## config.mk

```make
export PLATFORM = sky130hd
export DESIGN_NAME = sim_uart_in_source
export DESIGN_NICKNAME = d
export VERILOG_FILES = /design/src/rtl/sim_uart_pkg.sv /design/src/rtl/sim_uart_fifo.sv /design/src/rtl/sim_uart_in_source.sv
export SDC_FILE = /design/constraint.sdc
export NUM_CORES = 1
export LEC_CHECK = 0
export CAP_MARGIN = 20
export CORE_ASPECT_RATIO = 0.75
export CORE_MARGIN = 2
export CORE_UTILIZATION = 48
export CTS_BUF_LIST = sky130_fd_sc_hd__clkbuf_2
export CTS_CLUSTER_DIAMETER = 40
export DETAILED_ROUTE_END_ITERATION = 12
export DONT_BUFFER_PORTS = 1
export PLACE_DENSITY = 0.75
export REMOVE_ABC_BUFFERS = 1
export SLEW_MARGIN = 10
export SYNTH_ARGS = -nofsm -noshare
export SYNTH_HDL_FRONTEND = slang
export SYNTH_SLANG_ARGS = --single-unit
```

## constraint.sdc

```tcl
create_clock -name clock -period 4 [get_ports clock]
set_input_delay 0.8 -clock clock [delete_from_list [all_inputs] [get_ports clock]]
set_output_delay 0.8 -clock clock [all_outputs]
set_load 0.005 [all_outputs]
```

## src/rtl/sim_uart_pkg.sv

```systemverilog
// sim_uart_pkg: shared types and constants for the simulation UART input source.
//   uart_byte_t  - one character on the UART receive path
//   UART_IDLE_CH - code returned when no character is deliverable
//   uart_state_e - delivery state machine states
package sim_uart_pkg;

  typedef logic [7:0] uart_byte_t;

  localparam uart_byte_t UART_IDLE_CH = 8'hFF;

  typedef enum logic [1:0] {
    HOLD   = 2'd0,
    ACTIVE = 2'd1,
    GAP    = 2'd2
  } uart_state_e;

  // Increment that sticks at all-ones instead of wrapping.
  function automatic logic [31:0] satInc32(input logic [31:0] value);
    return (value == 32'hFFFF_FFFF) ? value : value + 32'd1;
  endfunction

endpackage

```

## src/rtl/sim_uart_fifo.sv

```systemverilog
// sim_uart_fifo: generic synchronous byte FIFO with a registered head.
// Ports:
//   clock, reset  - clock and synchronous active-low reset
//   push_i        - store data_i this cycle (ignored while full)
//   data_i        - byte to store
//   pop_i         - drop the head entry this cycle (ignored while empty)
//   full_o        - no free entry
//   empty_o       - no stored entry
//   head_o        - oldest stored byte (only meaningful when !empty_o)
//   count_o       - current occupancy, 0..DEPTH
module sim_uart_fifo
  import sim_uart_pkg::*;
#(
  parameter int DEPTH = 16
) (
  input  logic                   clock,
  input  logic                   reset,
  input  logic                   push_i,
  input  uart_byte_t             data_i,
  input  logic                   pop_i,
  output logic                   full_o,
  output logic                   empty_o,
  output uart_byte_t             head_o,
  output logic [$clog2(DEPTH):0] count_o
);

  localparam int AW = $clog2(DEPTH);

  typedef logic [AW:0] ptr_t;

  ptr_t       wrPtr_q, wrPtr_d;
  ptr_t       rdPtr_q, rdPtr_d;
  uart_byte_t mem_q [DEPTH];
  logic       doPush;
  logic       doPop;

  // Pointers carry one extra bit: equal indices with differing MSBs means
  // the writer has lapped the reader, i.e. full.
  assign full_o  = (wrPtr_q[AW] != rdPtr_q[AW]) && (wrPtr_q[AW-1:0] == rdPtr_q[AW-1:0]);
  assign empty_o = (wrPtr_q == rdPtr_q);
  assign count_o = wrPtr_q - rdPtr_q;
  assign head_o  = mem_q[rdPtr_q[AW-1:0]];

  assign doPush = push_i && !full_o;
  assign doPop  = pop_i && !empty_o;

  always_comb begin
    wrPtr_d = wrPtr_q;
    rdPtr_d = rdPtr_q;
    if (doPush) wrPtr_d = wrPtr_q + ptr_t'(1);
    if (doPop)  rdPtr_d = rdPtr_q + ptr_t'(1);
  end

  always_ff @(posedge clock) begin
    if (!reset) begin
      wrPtr_q <= '0;
      rdPtr_q <= '0;
    end else begin
      wrPtr_q <= wrPtr_d;
      rdPtr_q <= rdPtr_d;
    end
  end

  // Storage needs no reset; only entries between the pointers are ever read.
  always_ff @(posedge clock) begin
    if (doPush) mem_q[wrPtr_q[AW-1:0]] <= data_i;
  end

endmodule

```

## src/rtl/sim_uart_in_source.sv

```systemverilog
// sim_uart_in_source: simulation-only character source for the SoC UART
// receive path. A host pushes bytes into a FIFO; the DUT's read strobe pops
// them, paced by a start-up hold and a minimum gap after each character.
// Ports:
//   clock, reset     - clock and synchronous active-low reset
//   host_valid_i     - host push request
//   host_ch_i        - byte to push
//   host_ready_o     - FIFO can accept a byte
//   uart_in_valid_i  - DUT read strobe
//   uart_in_ch_o     - byte returned to the DUT (EMPTY_CH when none deliverable)
//   fifo_count_o     - current FIFO occupancy
//   pop_count_o      - characters delivered, wraps
//   empty_reads_o    - strobes answered with EMPTY_CH, saturates
module sim_uart_in_source
  import sim_uart_pkg::*;
#(
  parameter int         DEPTH       = 16,
  parameter int         START_DELAY = 100,
  parameter int         MIN_GAP     = 0,
  parameter uart_byte_t EMPTY_CH    = UART_IDLE_CH
) (
  input  logic                   clock,
  input  logic                   reset,
  input  logic                   host_valid_i,
  input  uart_byte_t             host_ch_i,
  output logic                   host_ready_o,
  input  logic                   uart_in_valid_i,
  output uart_byte_t             uart_in_ch_o,
  output logic [$clog2(DEPTH):0] fifo_count_o,
  output logic [31:0]            pop_count_o,
  output logic [31:0]            empty_reads_o
);

  localparam int TIMER_MAX = (START_DELAY > MIN_GAP) ? START_DELAY : MIN_GAP;
  localparam int TW        = (TIMER_MAX < 2) ? 1 : $clog2(TIMER_MAX + 1);

  uart_state_e   state_q, state_d;
  logic [TW-1:0] timer_q, timer_d;
  logic          readyEn_q;
  logic [31:0]   popCount_q, popCount_d;
  logic [31:0]   emptyReads_q, emptyReads_d;

  logic          fifoFull;
  logic          fifoEmpty;
  uart_byte_t    fifoHead;
  logic          push;
  logic          pop;
  logic          deliverable;

  // readyEn_q keeps host_ready low for the cycle right after reset even
  // though the freshly cleared FIFO is not full.
  assign host_ready_o = readyEn_q && !fifoFull;
  assign push         = host_valid_i && host_ready_o;

  // Depends on registered state only, so the answer is ready in the same
  // cycle as the strobe without a path from uart_in_valid_i.
  assign deliverable  = (state_q == ACTIVE) && !fifoEmpty;
  assign uart_in_ch_o = deliverable ? fifoHead : EMPTY_CH;
  assign pop          = uart_in_valid_i && deliverable;

  assign pop_count_o   = popCount_q;
  assign empty_reads_o = emptyReads_q;

  sim_uart_fifo #(
    .DEPTH(DEPTH)
  ) u_fifo (
    .clock  (clock),
    .reset  (reset),
    .push_i (push),
    .data_i (host_ch_i),
    .pop_i  (pop),
    .full_o (fifoFull),
    .empty_o(fifoEmpty),
    .head_o (fifoHead),
    .count_o(fifo_count_o)
  );

  always_comb begin
    state_d      = state_q;
    timer_d      = timer_q;
    popCount_d   = popCount_q;
    emptyReads_d = emptyReads_q;

    unique case (state_q)
      // The cycle after reset already counts toward the hold, so the hold
      // ends once the timer reaches 1 and the first character is available
      // START_DELAY cycles after reset (or one cycle when START_DELAY is 0).
      HOLD: begin
        if (timer_q <= TW'(1)) begin
          state_d = ACTIVE;
          timer_d = '0;
        end else begin
          timer_d = timer_q - TW'(1);
        end
      end
      ACTIVE: begin
        if (pop && (MIN_GAP > 0)) begin
          state_d = GAP;
          timer_d = TW'(MIN_GAP - 1);
        end
      end
      GAP: begin
        if (timer_q == '0) begin
          state_d = ACTIVE;
        end else begin
          timer_d = timer_q - TW'(1);
        end
      end
      default: begin
        state_d = HOLD;
        timer_d = TW'(START_DELAY);
      end
    endcase

    if (pop) begin
      popCount_d = popCount_q + 32'd1;
    end else if (uart_in_valid_i) begin
      emptyReads_d = satInc32(emptyReads_q);
    end
  end

  always_ff @(posedge clock) begin
    if (!reset) begin
      state_q      <= HOLD;
      timer_q      <= TW'(START_DELAY);
      readyEn_q    <= 1'b0;
      popCount_q   <= '0;
      emptyReads_q <= '0;
    end else begin
      state_q      <= state_d;
      timer_q      <= timer_d;
      readyEn_q    <= 1'b1;
      popCount_q   <= popCount_d;
      emptyReads_q <= emptyReads_d;
    end
  end

endmodule

```

# Word level (Yosys, flattened, before mapping)

Memories as Yosys holds them, arrays and structs flattened. A register that Yosys moved wholly into a read port is not among the register bits.
Cells that the tools add are included.

Bits in registers: 84
Bits in latches: 0
Bits in writable memories: 128
Bits in read-only memories: 0
Input port bits: 12
Output and inout port bits: 78
Memories kept: 1

$add $sub $neg: 6
Multiply operators: 0
Divide/modulo/power cells: 0
$lt $le $gt $ge: 1
Equality and inequality tests: 9
Shift-type cells: 0
Mux-type cells: 12
Bitwise gates (word level): 3
Reduce and logical (&&, ||, !) cells: 14

Memory list:

| name         | depth | width | rd ports | clocked after memory_dff | wr ports | RTL line            | source |
|---|---|---|---|---|---|---|---|
| u_fifo.mem_q | 16    | 8     | 1        | 1                        | 1        | sim_uart_fifo.sv:33 | `uart_byte_t mem_q [DEPTH];` |

Operators by type and width:

| kind                  | count |
|---|---|
| $add 32x1->32 const B | 2 |
| $eq 32x32->1 const B  | 1 |
| $pmux 7 s3            | 1 |
| $mux 7                | 2 |
| $add 5x1->5 const B   | 2 |
| $mux 4                | 2 |
| $mux 8                | 1 |
| $le 7x1->1 const B    | 1 |
| $logic_and 1x1->1     | 7 |
| $logic_not 7->1       | 1 |
| $sub 7x1->7 const B   | 1 |
| $ne 2x2->1 const B    | 3 |
| $pmux 2 s3            | 1 |
| $reduce_and 3->1      | 2 |
| $eq 5x5->1            | 1 |
| $sub 5x5->5           | 1 |
| $eq 4x4->1            | 1 |
| $mux 2                | 2 |
| $mux 1                | 3 |
| $not 1->1             | 3 |
| $eq 2x1->1 const B    | 1 |
| $eq 2x2->1 const B    | 1 |
| $logic_not 1->1       | 2 |
| $logic_not 2->1       | 1 |
| other kinds (2)       | 2 |

# Logic depth before layout (Yosys ltp)

Gate-level depths: netlist (run 1).

Word-level depth: 8
Depth in mapped cells: 9

# Cells and area by module

From an unflattened synthesis (run 1), not the netlist that was laid out.

Cells, all modules: 746
Area, all modules: 9457.8 um^2

Modules (own cells, without submodules):

| module             | instances | cells each | area an instance (um^2) | sequential area each (um^2) |
|---|---|---|---|---|
| sim_uart_fifo      | 1         | 304        | 5693.0                  | 4124.0 |
| sim_uart_in_source | 1         | 442        | 3764.9                  | 1461.4 |

# Worst setup path before layout (run 1)

OpenSTA, ideal clock, no wires.

Path type: reg2out
Start point: reg (tool-made name)
End point: out uart_in_ch_o[0]
Arrival time: 1.938 ns
Data required time: 3.200 ns
Path slack: 1.262 ns
Stages on the path, launching flop included: 6
Path buffers: 2
Cells stage by stage: dfxtp_1 clkbuf_1 buf_2 mux4_2 mux4_2 nand2b_1

RTL lines:

| what             | RTL line                 | source |
|---|---|---|
| end: declaration | sim_uart_in_source.sv:28 | `output uart_byte_t uart_in_ch_o,` |

==> key figures, run 1 <==
Min path
  – Min-Delay Path Class: in -> reg

Synthesis
  – Main synth FF type: edfxtp_1
  – Syn Area/Cell: 12.9 µm²
  – Post-synth top area share: 41.5%
  – Yosys reg bits: 215
  – Most numerous cell in the Yosys netlist: edfxtp_1
  – Number of flops mapped to enable cells by yosys: 128
  – Synth area leaders: edfxtp_1, dfxtp_1, mux4_2, xnor2_1, nor2_1
  – Commonest cells post-synth: edfxtp_1, dfxtp_1, nor2_1
  – Largest area contributor in the netlist: edfxtp_1
  – Register area share after synthesis: 60.3%
  – Netlist cell types: 46
  – Cells after Synth: roughly 720
  – Mapped cell area: 9260 µm²
  – Synth async-reset ratio: 0%
  – Yosys warnings: 0

Final layout
  – Final Non-Filler Cells: 1031
  – Fill cells: about 1600
  – Share of layout cells above drive strength 1: 18.1%
  – Nets@finish: 773
  – P&R area growth vs syn: 7.48%
  – Final instance area: 9950 µm²

Die
  – Die width: approximately 160 µm
  – Die area: between 20000 and 25000 µm²
  – Initial Util: 49.5%
  – Core area: 18700 µm²
  – Rows: 43
  – Die height: 124 µm
  – Num ports: 90

Clock tree
  – Clock sink count: 215
  – Num CTS Buffers: between 50 and 60
  – Clock root cell: clkbuf_2
  – CTS tree: built
  – Worst-path clk slew: ~0.10 ns
  – Number of setup buffers added after CTS: 0
  – Max clock buf depth: 3
  – Resize count post-CTS: 0
  – Worst-skew pair later-pin latency: approximately 0.8 ns
  – Htree depth: 2

Timing
  – Slew Viols, Final: 0
  – Hold Fails Final Rpt: 0
  – RSZ-0062 raised after global routing: false
  – Worst clock skew: 0.0829 ns
  – Highest Clock Rate: around 270 MHz
  – Worst-Margin Slew: around 1.0 ns
  – Tmin final: about 3.8 ns
  – Crit share post-route: 94.2%
  – Fin Setup TNS: 0 ns
  – Hold slack: 0.0939 ns
  – Setup Viol. Count Final: 0
  – Slew headroom: between 30 and 40%

Detailed routing
  – Drt initial violations: 599
  – DRC violations left: 0
  – WL final: about 21000 µm
  – Via count: 6268
  – First-pass iteration count of the detailed router: 7
  – Met2 routed WL: 9590 µm
  – M1 WL: ~9100 µm
  – WL per Instance: between 20 and 25 µm
  – DR vias/cell: 6.08
  – Detail Route Antenna Nets: 0
  – Top sig layer: met4
  – DR WL met3: 2010 µm

Placed design
  – IO buf count: 0
  – Final HPWL DP: 14200 µm
  – Placed inst area: 9480 µm²
  – Final GP Congestion: about 0.84
  – Placed cell count: about 940

Setup path
  – Setup crit end kind: output pin
  – Critical path's top delay family: multiplexers
  – Critical Path Slowest Stage Cell: dfxtp_2
  – R2r startpoint: u_fifo.wrPtr_q[0]$_SDFFE_PN0P_
  – Reg2Reg Capture Point: empty_reads_o[26]$_SDFFE_PN0P_
  – Required time of the critical path: ~3.2 ns
  – Crit Path Max Fanout: 18
  – CP max stage delay: 0.70 ns
  – Critical Path, Cell by Cell: buf_12, mux4_2, mux4_2, nand2b_1
  – Register-to-Register Path Depth: 7
  – Buf/Inv on CP: 1
  – Startpoint types: register
  – Critical path type: reg -> out
  – Setup crit end: uart_in_ch_o[6]
  – CP dominant cell by count: mux4_2
  – Worst reg2reg setup slack: 0.74 ns
  – Cell count along the critical path: 4
  – CP arrival: 2.97 ns

GRT
  – Largest net degree at the start of global routing: 56
  – GRT Overall Usage: between 20% and 30%
  – Number of global-route vias before repair: 6107
  – Initial antenna violation count: 1
  – GRT overflow: 0
  – First-pass GRT wire length: ~33000 µm

Power and ir drop
  – Leak: 3.17 nW
  – Max VDD drop: 146 µV
  – Total chip power: 3.82 mW
  – Pwr dens: 384 nW/µm²

Job
  – Max-cap violations: 0

Outcome
  – Status: completed
-- cells in the final DEF, fill, tap and decap left out, types with 5 or more instances in the layout --
cell and count:
nand2b_1 24, nand4_1 19, xnor2_1 30, xor2_1 8, nor4_1 20, and4_1 6
o31ai_1 17, clkinv_1 5, and3_1 9, clkbuf_2 80, or3_1 13, a21oi_1 38
nand3_1 25, mux2i_1 11, mux4_2 40, dfxtp_1 86, or4_1 17, edfxtp_1 128
buf_4 8, ha_1 13, o21ai_0 14, inv_1 15, nor2_1 61, nand2_1 43
nor3_1 17
-- cell families (layout without fill, tap and decap cells) --
| kind of cell | after synthesis | in the layout | synth area share (%) |
|---|---|---|---|
| mux | 51 | 51 | 10.9 |
| compound gates | 84 | 84 | 5.46 |
| other cells | 0 | 1 | 0 |
| buf+inv | 53 | 118 | 2.50 |
| simple gates | 263 | 263 | 15.3 |
| fa+ha+maj | 14 | 14 | 1.97 |
| xor+xnor | 38 | 38 | 3.59 |
| flops | 215 | 215 | 60.3 |
-- state kept, by name, summed over array words and instances, names as in the netlist, named ones only --
register        cells
empty_reads_o      32
pop_count_o        32
readyEn_q           1
state_q             1
timer_q             7
u_fifo.mem_q      128
u_fifo.rdPtr_q      5
u_fifo.wrPtr_q      5
-- routing by layer --
| metal | vias to the layer above | global-route usage, % |
|---|---|---|
| met5 | - | 0 |
| met4 | 0 | 6.50 |
| met3 | 41 | 5.83 |
| met2 | 284 | 30.6 |
| met1 | 3123 | 29.7 |
| li1 | 2820 | - |
-- worst min-delay path by stage --
stage,startpoint,end,slack (ns),cells after the start
finish,reset,timer_q[6]$_SDFFE_PN1N_,0.09,1
global route,reset,timer_q[6]$_SDFFE_PN1N_,0.01,1
CTS,reset,timer_q[6]$_SDFFE_PN1N_,0.009,1
detailed placement,empty_reads_o[23]$_SDFFE_PN0P_,empty_reads_o[23]$_SDFFE_PN0P_,0.49,2
global placement,pop_count_o[31]$_SDFFE_PN0P_,pop_count_o[31]$_SDFFE_PN0P_,0.48,2
floorplan,pop_count_o[31]$_SDFFE_PN0P_,pop_count_o[31]$_SDFFE_PN0P_,0.46,2
-- cell type report --
type / instances / area [µm²] / share of cell area, %
Sequential cell: 215 / 5590 / 56.1
Multi-Input combinational cell: 450 / 3440 / 34.6
Clock inverter: 10 / 41.3 / 0.415
Inverter: 16 / 60.1 / 0.603
Tap cell: 247 / 309 / 3.10
Clock buffer: 80 / 400 / 4.02
Timing Repair Buffer: 12 / 110 / 1.11
Antenna cell: 1 / 2.50 / 0.0251
-- per-stage QoR --
step | utilization [%] | worst slack [ns]
CTS | 53.0 | 0.109
global placement | 50.6 | 1.03
finish | 53.2 | 0.230
global route | 53.2 | 0.0335
detailed placement | 50.6 | 0.859
floorplan | - | 0.504
-- power by group --
part / switching [mW] / internal (mW)
Clock: 0.829 / 0.525
Sequential: 0.0160 / 2.36
Combinational: 0.0564 / 0.0357
Total: 0.901 / 2.92
-- timing repair --
item                                    CTS  global route
hold endpoints to repair                  1             4
hold buffers                              1             2
endpoints found under the setup margin    0             0
Power figures use the tool's default switching activity.
==> inputs of run 2 (changes only) <==
--- a/config.mk
+++ b/config.mk
@@ -7,12 +7,13 @@
 export LEC_CHECK = 0
 export CAP_MARGIN = 20
 export CORE_ASPECT_RATIO = 0.75
-export CORE_MARGIN = 2
+export CORE_MARGIN = 3
 export CORE_UTILIZATION = 48
 export CTS_BUF_LIST = sky130_fd_sc_hd__clkbuf_2
 export CTS_CLUSTER_DIAMETER = 40
 export DETAILED_ROUTE_END_ITERATION = 12
 export DONT_BUFFER_PORTS = 1
+export GPL_ROUTABILITY_DRIVEN = 0
 export PLACE_DENSITY = 0.75
 export REMOVE_ABC_BUFFERS = 1
 export SLEW_MARGIN = 10
==> key figures, run 2 (synthesized netlist as in run 1, its figures left out) <==
Power and ir drop
  – Sequential share of power: a little over three fifths
  – Int Pwr: slightly below 3 mW
  – Combinational power share: 2.6%
  – Sw Pwr: approximately 0.89 mW
  – Switching Fraction: roughly a quarter
  – Clk pwr share: 34.7%
  – Leak: 3.20 nW
  – Max VDD drop: 142 µV
  – Pwr dens: 377 nW/µm²

Setup path
  – CP arrival: ~2.8 ns
  – Crit Path Max Fanout: 18
  – Startpoint types: register
  – CP max stage delay: between 0.5 and 0.6 ns
  – Reg2Reg Capture Point: empty_reads_o[17]$_SDFFE_PN0P_
  – R2r startpoint: u_fifo.wrPtr_q[2]$_SDFFE_PN0P_
  – Critical path type: reg -> out
  – CP dominant cell by count: mux4_2
  – Critical Path, Cell by Cell: buf_12, mux4_2, mux4_2, nand2b_1
  – Required time of the critical path: 3.20 ns
  – Worst reg2reg setup slack: approximately 1.1 ns
  – Setup crit end kind: output pin
  – Register-to-Register Path Depth: 6
  – Critical path's top delay family: multiplexers
  – Buf/Inv on CP: 1
  – Critical Path Slowest Stage Cell: dfxtp_4

Detailed routing
  – Detail Route Antenna Nets: 0
  – Via count: between 6000 and 7000
  – DRC violations left: 0
  – Drt initial violations: 603
  – First-pass iteration count of the detailed router: 6
  – WL per Instance: 21.0 µm
  – WL final: 21800 µm
  – DR vias/cell: about 6.0

Final layout
  – P&R area growth vs syn: 8.48%
  – Commonest non-fill, non-tap cell in the layout: edfxtp_1
  – Max reg flops: 128
  – Share of layout cells above drive strength 1: 18.0%
  – Final Non-Filler Cells: 1036
  – Nets@finish: 781
  – Fill cells: 1541
  – Core Util, Final: between 50% and 60%
  – Most frequent cells in the layout: edfxtp_1, dfxtp_1, clkbuf_2

Timing
  – Slew headroom: 27.5%
  – Worst-Margin Slew: 1.08 ns
  – Hold Fails Final Rpt: 0
  – Setup Viol. Count Final: 0
  – RSZ-0062 raised after global routing: false
  – Fin Setup TNS: 0 ns
  – Crit share post-route: 90.2%
  – Tmin final: around 3.6 ns
  – Worst clock skew: 0.0689 ns
  – Slew Viols, Final: 0
  – Highest Clock Rate: around 280 MHz
  – Hold slack: approximately 0.10 ns

Clock tree
  – CTS tree: built
  – Clock root cell: clkbuf_2
  – Number of setup buffers added after CTS: 0
  – Worst-skew pair later-pin latency: 0.80 ns
  – Max clock buf depth: 3
  – Htree depth: 2
  – Clock sink count: 215
  – Worst-path clk slew: 0.12 ns
  – Num CTS Buffers: 50

Min path
  – Min-Delay Path Class: in -> reg
  – Hold EP: readyEn_q$_DFF_P_
  – Hold Path Stages: 0
  – Hold Path Origin: reset

GRT
  – Initial antenna violation count: 2
  – Number of global-route vias before repair: around 6200
  – GRT Overall Usage: 19.9%
  – GRT overflow: 0
  – Largest net degree at the start of global routing: 70
  – First-pass GRT wire length: roughly 34000 µm

Die
  – Die width: 166 µm
  – Core area: about 19000 µm²
  – Num ports: 90
  – Initial Util: 49.5%
  – Die area: 21000 µm²
  – Die height: between 100 and 150 µm
  – Rows: 43

Job
  – Max-cap violations: 0

Outcome
  – Status: completed

Placed design
  – IO buf count: 0
  – Final HPWL DP: 13900 µm
  – Placed cell count: 939
## run 2: worst max-delay path by stage
stage	startpoint	end	slack (ns)	cells past startpoint
after global routing	register	uart_in_ch_o[3]	0.18	4
after floorplan	register	uart_in_ch_o[0]	0.50	3
after CTS	register	uart_in_ch_o[4]	0.09	4
final	register	uart_in_ch_o[3]	0.39	4
after detailed placement	register	uart_in_ch_o[4]	1.0	4
after global placement	register	uart_in_ch_o[3]	1.06	4
## run 2: worst register-to-register path, cell delays in order (launching register included)
cell and delay [ns]:
dfxtp_1 0.43, ha_1 0.40, nand4_1 0.25, o21ai_2 0.21
nand2_1 0.59, or4_1 0.74, a21oi_1 0.18
## run 2: power groups by stage
stage	logic (mW)	clock network (mW)	registers, mW
floorplan	0.0626	0	2.42
global placement	0.0779	0	2.42
detailed placement	0.0847	0	2.42
CTS	0.0851	1.36	2.37
global route	0.109	1.48	2.38
finish	0.0985	1.32	2.37
## run 2: routing by layer
metal | routed length [µm] | track usage [%] | vias to the layer above
li1 | - | - | 2827
met1 | 8890 | 26.1 | 3092
met2 | 10600 | 33.0 | 266
met3 | 1800 | 4.86 | 47
met4 | 471 | 7.03 | 2
met5 | 13 | 0 | -
## run 2: per-stage QoR
step / power, mW / setup WS, ns / instance area, µm²
6_report: 3.79 / 0.391 / 10000
5_1_grt: 3.96 / 0.179 / 10000
4_1_cts: 3.82 / 0.0880 / 9920
3_5_place_dp: 2.51 / 1.00 / 9500
3_3_place_gp: 2.50 / 1.06 / 9500
2_1_floorplan: 2.48 / 0.504 / 9090
## run 2: final cells by class
| type | instances | area, µm² | share of cell area [%] |
|---|---|---|---|
| flip-flops and latches | 215 | 5590 | 55.6 |
| multi-input cells | 450 | 3440 | 34.3 |
| clock buffers | 76 | 380 | 3.79 |
| well taps | 247 | 309 | 3.08 |
| repair buffers | 22 | 219 | 2.18 |
| inverters | 16 | 60.1 | 0.598 |
| clock inverters | 9 | 42.5 | 0.423 |
| diodes | 1 | 2.50 | 0.0249 |
## run 2: timing repair
item	CTS	global route
hold buffers	0	7
setup endpoints to repair	0	3
endpoints found under the hold margin	0	27
gates resized for setup	0	1
==> inputs of run 3 (changes only) <==
--- a/config.mk
+++ b/config.mk
@@ -7,7 +7,6 @@
 export LEC_CHECK = 0
 export CAP_MARGIN = 20
 export CORE_ASPECT_RATIO = 0.75
-export CORE_MARGIN = 3
 export CORE_UTILIZATION = 48
 export CTS_BUF_LIST = sky130_fd_sc_hd__clkbuf_2
 export CTS_CLUSTER_DIAMETER = 40
==> constraint.sdc (replaced) <==
create_clock -name clock -period 3.9 [get_ports clock]
set_input_delay 0.78 -clock clock [delete_from_list [all_inputs] [get_ports clock]]
set_output_delay 0.78 -clock clock [all_outputs]
set_load 0.005 [all_outputs]
==> key figures, run 3 (synthesized netlist as in run 1, its figures left out) <==
Clock tree
  – Clock root cell: clkbuf_2
  – Worst-path clk slew: 0.11 ns
  – CTS tree: built
  – Num CTS Buffers: 50
  – Htree depth: 2
  – Number of setup buffers added after CTS: 0
  – Worst-skew pair later-pin latency: 0.81 ns
  – Clock sink count: 215
  – Max clock buf depth: 3

GRT
  – GRT Overall Usage: 20.6%
  – Largest net degree at the start of global routing: a little under 60
  – GRT overflow: 0
  – Number of global-route vias before repair: roughly 5800
  – First-pass GRT wire length: 31600 µm
  – Initial antenna violation count: 1

Detailed routing
  – DR vias/cell: 6.00
  – DRC violations left: 0
  – WL per Instance: roughly 20 µm
  – WL final: slightly above 20000 µm
  – Detail Route Antenna Nets: 0
  – First-pass iteration count of the detailed router: 5
  – Drt initial violations: 520
  – Via count: a little over 6000

Timing
  – Slew headroom: between 20% and 30%
  – Tmin final: 3.59 ns
  – Worst clock skew: 0.0617 ns
  – Worst-Margin Slew: 1.07 ns
  – Hold Fails Final Rpt: 0
  – Hold slack: 0.0878 ns
  – Setup Viol. Count Final: 0
  – Final Worst Setup Slack: 0.307 ns
  – Highest Clock Rate: 278 MHz
  – Slew Viols, Final: 0
  – Crit share post-route: 92.1%
  – Fin Setup TNS: 0 ns
  – RSZ-0062 raised after global routing: false

Power and ir drop
  – Switching Fraction: 23.2%
  – Sw Pwr: 0.939 mW
  – Combinational power share: under 10%
  – Sequential share of power: 60.0%
  – Max VDD drop: roughly 230 µV
  – Int Pwr: around 3.1 mW
  – Pwr dens: roughly 400 nW/µm²
  – Leak: roughly 3.2 nW
  – Clk pwr share: 37.3%

Final layout
  – Commonest non-fill, non-tap cell in the layout: edfxtp_1
  – P&R area growth vs syn: 8.55%
  – Share of layout cells above drive strength 1: 17.8%
  – Max reg flops: 128
  – Nets@finish: between 700 and 800
  – Final Non-Filler Cells: between 1000 and 1500
  – Multi-input logic area: 3440 µm²
  – Sequential Area: about 5600 µm²
  – Most frequent cells in the layout: edfxtp_1, dfxtp_1, clkbuf_2
  – Fill cells: ~1500

Outcome
  – Status: completed

Setup path
  – Setup crit end kind: output pin
  – Register-to-Register Path Depth: 7
  – Crit Path Max Fanout: 13
  – Critical path type: reg -> out
  – Required time of the critical path: 3.12 ns
  – Startpoint types: register
  – CP arrival: 2.81 ns
  – R2r startpoint: u_fifo.wrPtr_q[0]$_SDFFE_PN0P_

Placed design
  – IO buf count: 0
  – Placed cell count: 938
  – Final HPWL DP: 13600 µm
  – Pre-CTS WS: between 0.7 and 0.8 ns

Min path
  – Hold Path Origin: host_ch_i[7]
  – Hold Path Stages: 0
  – Min-Delay Path Class: in -> reg

Die
  – Die width: 162 µm
  – Core area: ~19000 µm²
  – Initial Util: approximately 50%
  – Num ports: 90
  – Die area: about 20000 µm²
  – Rows: 43
  – Die height: 122 µm

Job
  – Max-cap violations: 0
[run 3: cell count changes in the layout (fill, tap and decap cells not counted)]
cell           delta
clkbuf_2          +3
bufinv_16         +2
buf_12            -2
dlygate4sd3_1     +2
clkinv_2          +1
clkinvlp_4        -1
inv_2             -1
buf_6             -3
clkinv_4          -1
[run 3: power groups by stage]
stage	combinational (mW)	clock, mW	sequential (mW)
after detailed placement	0.0867	0	2.49
after global placement	0.0822	0	2.48
final	0.108	1.51	2.43
after global routing	0.118	1.66	2.44
after CTS	0.0898	1.54	2.43
after floorplan	0.0642	0	2.48
[run 3: area by class of cell]
class	count	area share, %
Sequential cell	215	55.6
Antenna cell	1	0.0249
Multi-Input combinational cell	450	34.3
Clock buffer	79	3.93
Inverter	16	0.597
Timing Repair Buffer	19	1.64
Tap cell	247	3.07
Clock inverter	9	0.871
[run 3: stage by stage]
stage | util (%) | cell area [µm²] | power [mW]
after floorplan | - | 9090 | 2.55
after detailed placement | 50.8 | 9480 | 2.57
after CTS | 53.4 | 9970 | 4.07
after global placement | 50.8 | 9480 | 2.57
final | 53.9 | 10100 | 4.06
after global routing | 53.9 | 10100 | 4.22
[run 3: timing repair]
action                     in CTS  in global routing
hold buffers                    1                  8
setup endpoints to repair       0                  7
hold endpoints to repair        3                 70
resized for setup               0                  1
[run 3: worst max-delay path: stages (launching register included)]
cell	delay (ns)
dfxtp_4	0.53
buf_4	0.31
mux4_2	0.54
mux4_2	0.46
nand2b_1	0.20
[run 3: worst paths after layout]
path | end | slack, ns
setup / recovery | uart_in_ch_o[1] | 0.31
hold reg to reg | pop_count_o[31]$_SDFFE_PN0P_ | 0.52
setup reg to reg | empty_reads_o[30]$_SDFFE_PN0P_ | 0.67
hold / removal | u_fifo.mem_q[6][7]$_DFFE_PP_ | 0.09
[run 3: per-layer routing]
| layer | wire length (µm) | share of wire (%) | GRT usage (%) | up-vias |
|---|---|---|---|---|
| li1 | - | - | - | 2828 |
| met4 | 365 | 1.8 | 6.25 | 0 |
| met2 | 9550 | 46 | 31.4 | 276 |
| met5 | 0 | 0 | 0 | - |
| met3 | 1640 | 7.9 | 5.51 | 38 |
| met1 | 9090 | 44 | 29.0 | 3078 |
==> RTL edit (config.mk and constraints of run 2) <==
Reset style: asynchronous (`reset`), changed in 2 clocked blocks. Comments in the files are not updated.
--- a/src/rtl/sim_uart_fifo.sv
+++ b/src/rtl/sim_uart_fifo.sv
@@ -52,5 +52,5 @@
   end
 
-  always_ff @(posedge clock) begin
+  always_ff @(posedge clock or negedge reset) begin
     if (!reset) begin
       wrPtr_q <= '0;
--- a/src/rtl/sim_uart_in_source.sv
+++ b/src/rtl/sim_uart_in_source.sv
@@ -120,5 +120,5 @@
   end
 
-  always_ff @(posedge clock) begin
+  always_ff @(posedge clock or negedge reset) begin
     if (!reset) begin
       state_q      <= HOLD;
Behaviour: differs if reset is asserted again (counterexample within 4 cycles, from zero or initial values and one cycle with reset low); with reset held inactive, the same outputs for 10 cycles.
==> RTL edit against run 2 <==
Area after synthesis fell by 3.0%. Wire length fell by 13%. Critical path type unchanged. Die area fell by 2.9%. Critical endpoint unchanged. Sequential share of layout area rose by 4.6 points. Largest cell class unchanged. First-iteration DRC count fell by 13%. Cell area fell by 2.0%. Worst setup slack got worse by 0.15 ns. Sequential cell count fell by 4.
Power is not compared: it rests on default switching activity, and its combinational part moved more than twofold at a synthesized area within 25%.
==> RTL edit: results (changes against run 2) <==
Parameter                              Value

Worst setup path
  Family of cells with the greatest summed delay on the critical path ... simple AND/OR/NAND/NOR gates (was multiplexers)
  Cell depth of the worst flop-to-flop path ... 7 (was 6)
  Crit path arrival time ... 2.96 ns (was 2.81 ns)
  Worst-path maximum fanout ... 16 (was 18)
  Crit Reg-Reg Endpoint ... empty_reads_o[31] (was empty_reads_o[17])
  Largest stage delay, worst path ... 0.44 ns (was 0.57 ns)

Finish
  Filler Cells Inserted ... 1425 (was 1541)
  Share of post-route cells with drive strength above 1 ... 22.4% (was 18.0%)
  Final standard cell count with taps included and fillers excluded ... 899 (was 1036)
  Number of nets at the end of the flow ... 645 (was 781)

Run status
  Status ... finished, final reports clean (unchanged)

Placed design
  Placement Cell Area ... 9260 sq um (was 9500 sq um)
  Setup WS pre-CTS ... 0.783 ns (was 1.00 ns)
  Post-detail-place hpwl ... 12400 microns (was 13900 microns)

Global route
  Antenna violations before repair ... 1 (was 2)
  Global routing usage summed across all routing layers ... 18.7% (was 19.9%)
  GRT met1 Usage ... 26.7% (was 26.1%)
  Wire length of the first global-routing pass ... 29600 microns (was 33500 microns)
  Met2 track demand over resource ... 28.6% (was 33.0%)
  Largest net degree at the start of global routing ... 84 (was 70)

Logic synthesis
  Compound-cell area share of the yosys netlist ... 1.49% (was 5.46%)
  Cells taking the most area after synthesis ... sky130_fd_sc_hd__edfxtp_1 43%, sky130_fd_sc_hd__dfrtp_1 22%, sky130_fd_sc_hd__mux4_2 10%, sky130_fd_sc_hd__xnor2_1 4.3%, sky130_fd_sc_hd__xor2_1 3.3% (was sky130_fd_sc_hd__edfxtp_1 42%, sky130_fd_sc_hd__dfxtp_1 19%, sky130_fd_sc_hd__mux4_2 9.7%, sky130_fd_sc_hd__xnor2_1 2.8%, sky130_fd_sc_hd__nor2_1 2.5%)
  Arithmetic-cell share of the synthesized area counting full adders, half adders and majority gates ... 2.03% (was 1.97%)
  Number of distinct library cells after synthesis ... 49 (was 46)

Detailed routing
  Average via count per standard cell ... 5.75 (was 6.02)
  Highest routed layer ... met4 (was met5)
  Length of routed met2 wiring ... 9060 microns (was 10600 microns)

STA
  Relative slew slack ... 32.7% (was 27.5%)
  Worst Hold Margin ... 0.0995 ns (was 0.102 ns)

Hold path
  Sink of the worst hold path ... u_fifo.mem_q[13][1] (was readyEn_q)
==> RTL edit: cell count changes in the layout (fill, tap and decap cells not counted), moves of 22 or more <==
| cell | delta |
|---|---|
| sky130_fd_sc_hd__dfxtp_1 | -86 |
| sky130_fd_sc_hd__dfrtp_1 | +79 |
| sky130_fd_sc_hd__nor2_1 | -40 |
| sky130_fd_sc_hd__a21oi_1 | -36 |
| sky130_fd_sc_hd__xor2_1 | +26 |
| sky130_fd_sc_hd__nand2b_1 | -22 |
==> RTL edit: cells by family after synthesis <==
logic type,Yosys count
flip-flops,211
AND/OR/NAND/NOR,179
XOR/XNOR,78
multiplexers,42
buffers and inverters,32
AO/OA/AOI/OAI,16
adder cells (fa/ha/maj),14
other,1
==> RTL edit: power by group through the flow <==
| stage | logic [uW] | registers [uW] | clock network [uW] |
|---|---|---|---|
| after floorplan | 1020 | 2770 | 0 |
| after global placement | 1430 | 2740 | 0 |
| after detailed placement | 1490 | 2750 | 0 |
| after CTS | 1520 | 2710 | 1500 |
| after global routing | 1700 | 2690 | 1610 |
| final | 1570 | 2660 | 1450 |
==> RTL edit: area by class of cell <==
type                    count  area, sq um  area share (%)
diodes                      1         2.50          0.0254
clock buffers              74          370            3.76
clock inverters            15          116            1.18
inverters                  16         61.3           0.623
multi-input cells         330         2940            29.8
flip-flops and latches    211         5930            60.2
well taps                 242          303            3.07
repair buffers             10          130            1.32
==> RTL edit: timing repair <==
item / 4_1_cts / 5_1_grt
buffers inserted: 0 / 2
setup endpoints to repair: 8 / 8
gates resized for setup: 1 / 2
hold endpoints to repair: 83 / 3
hold buffers: 2 / 3
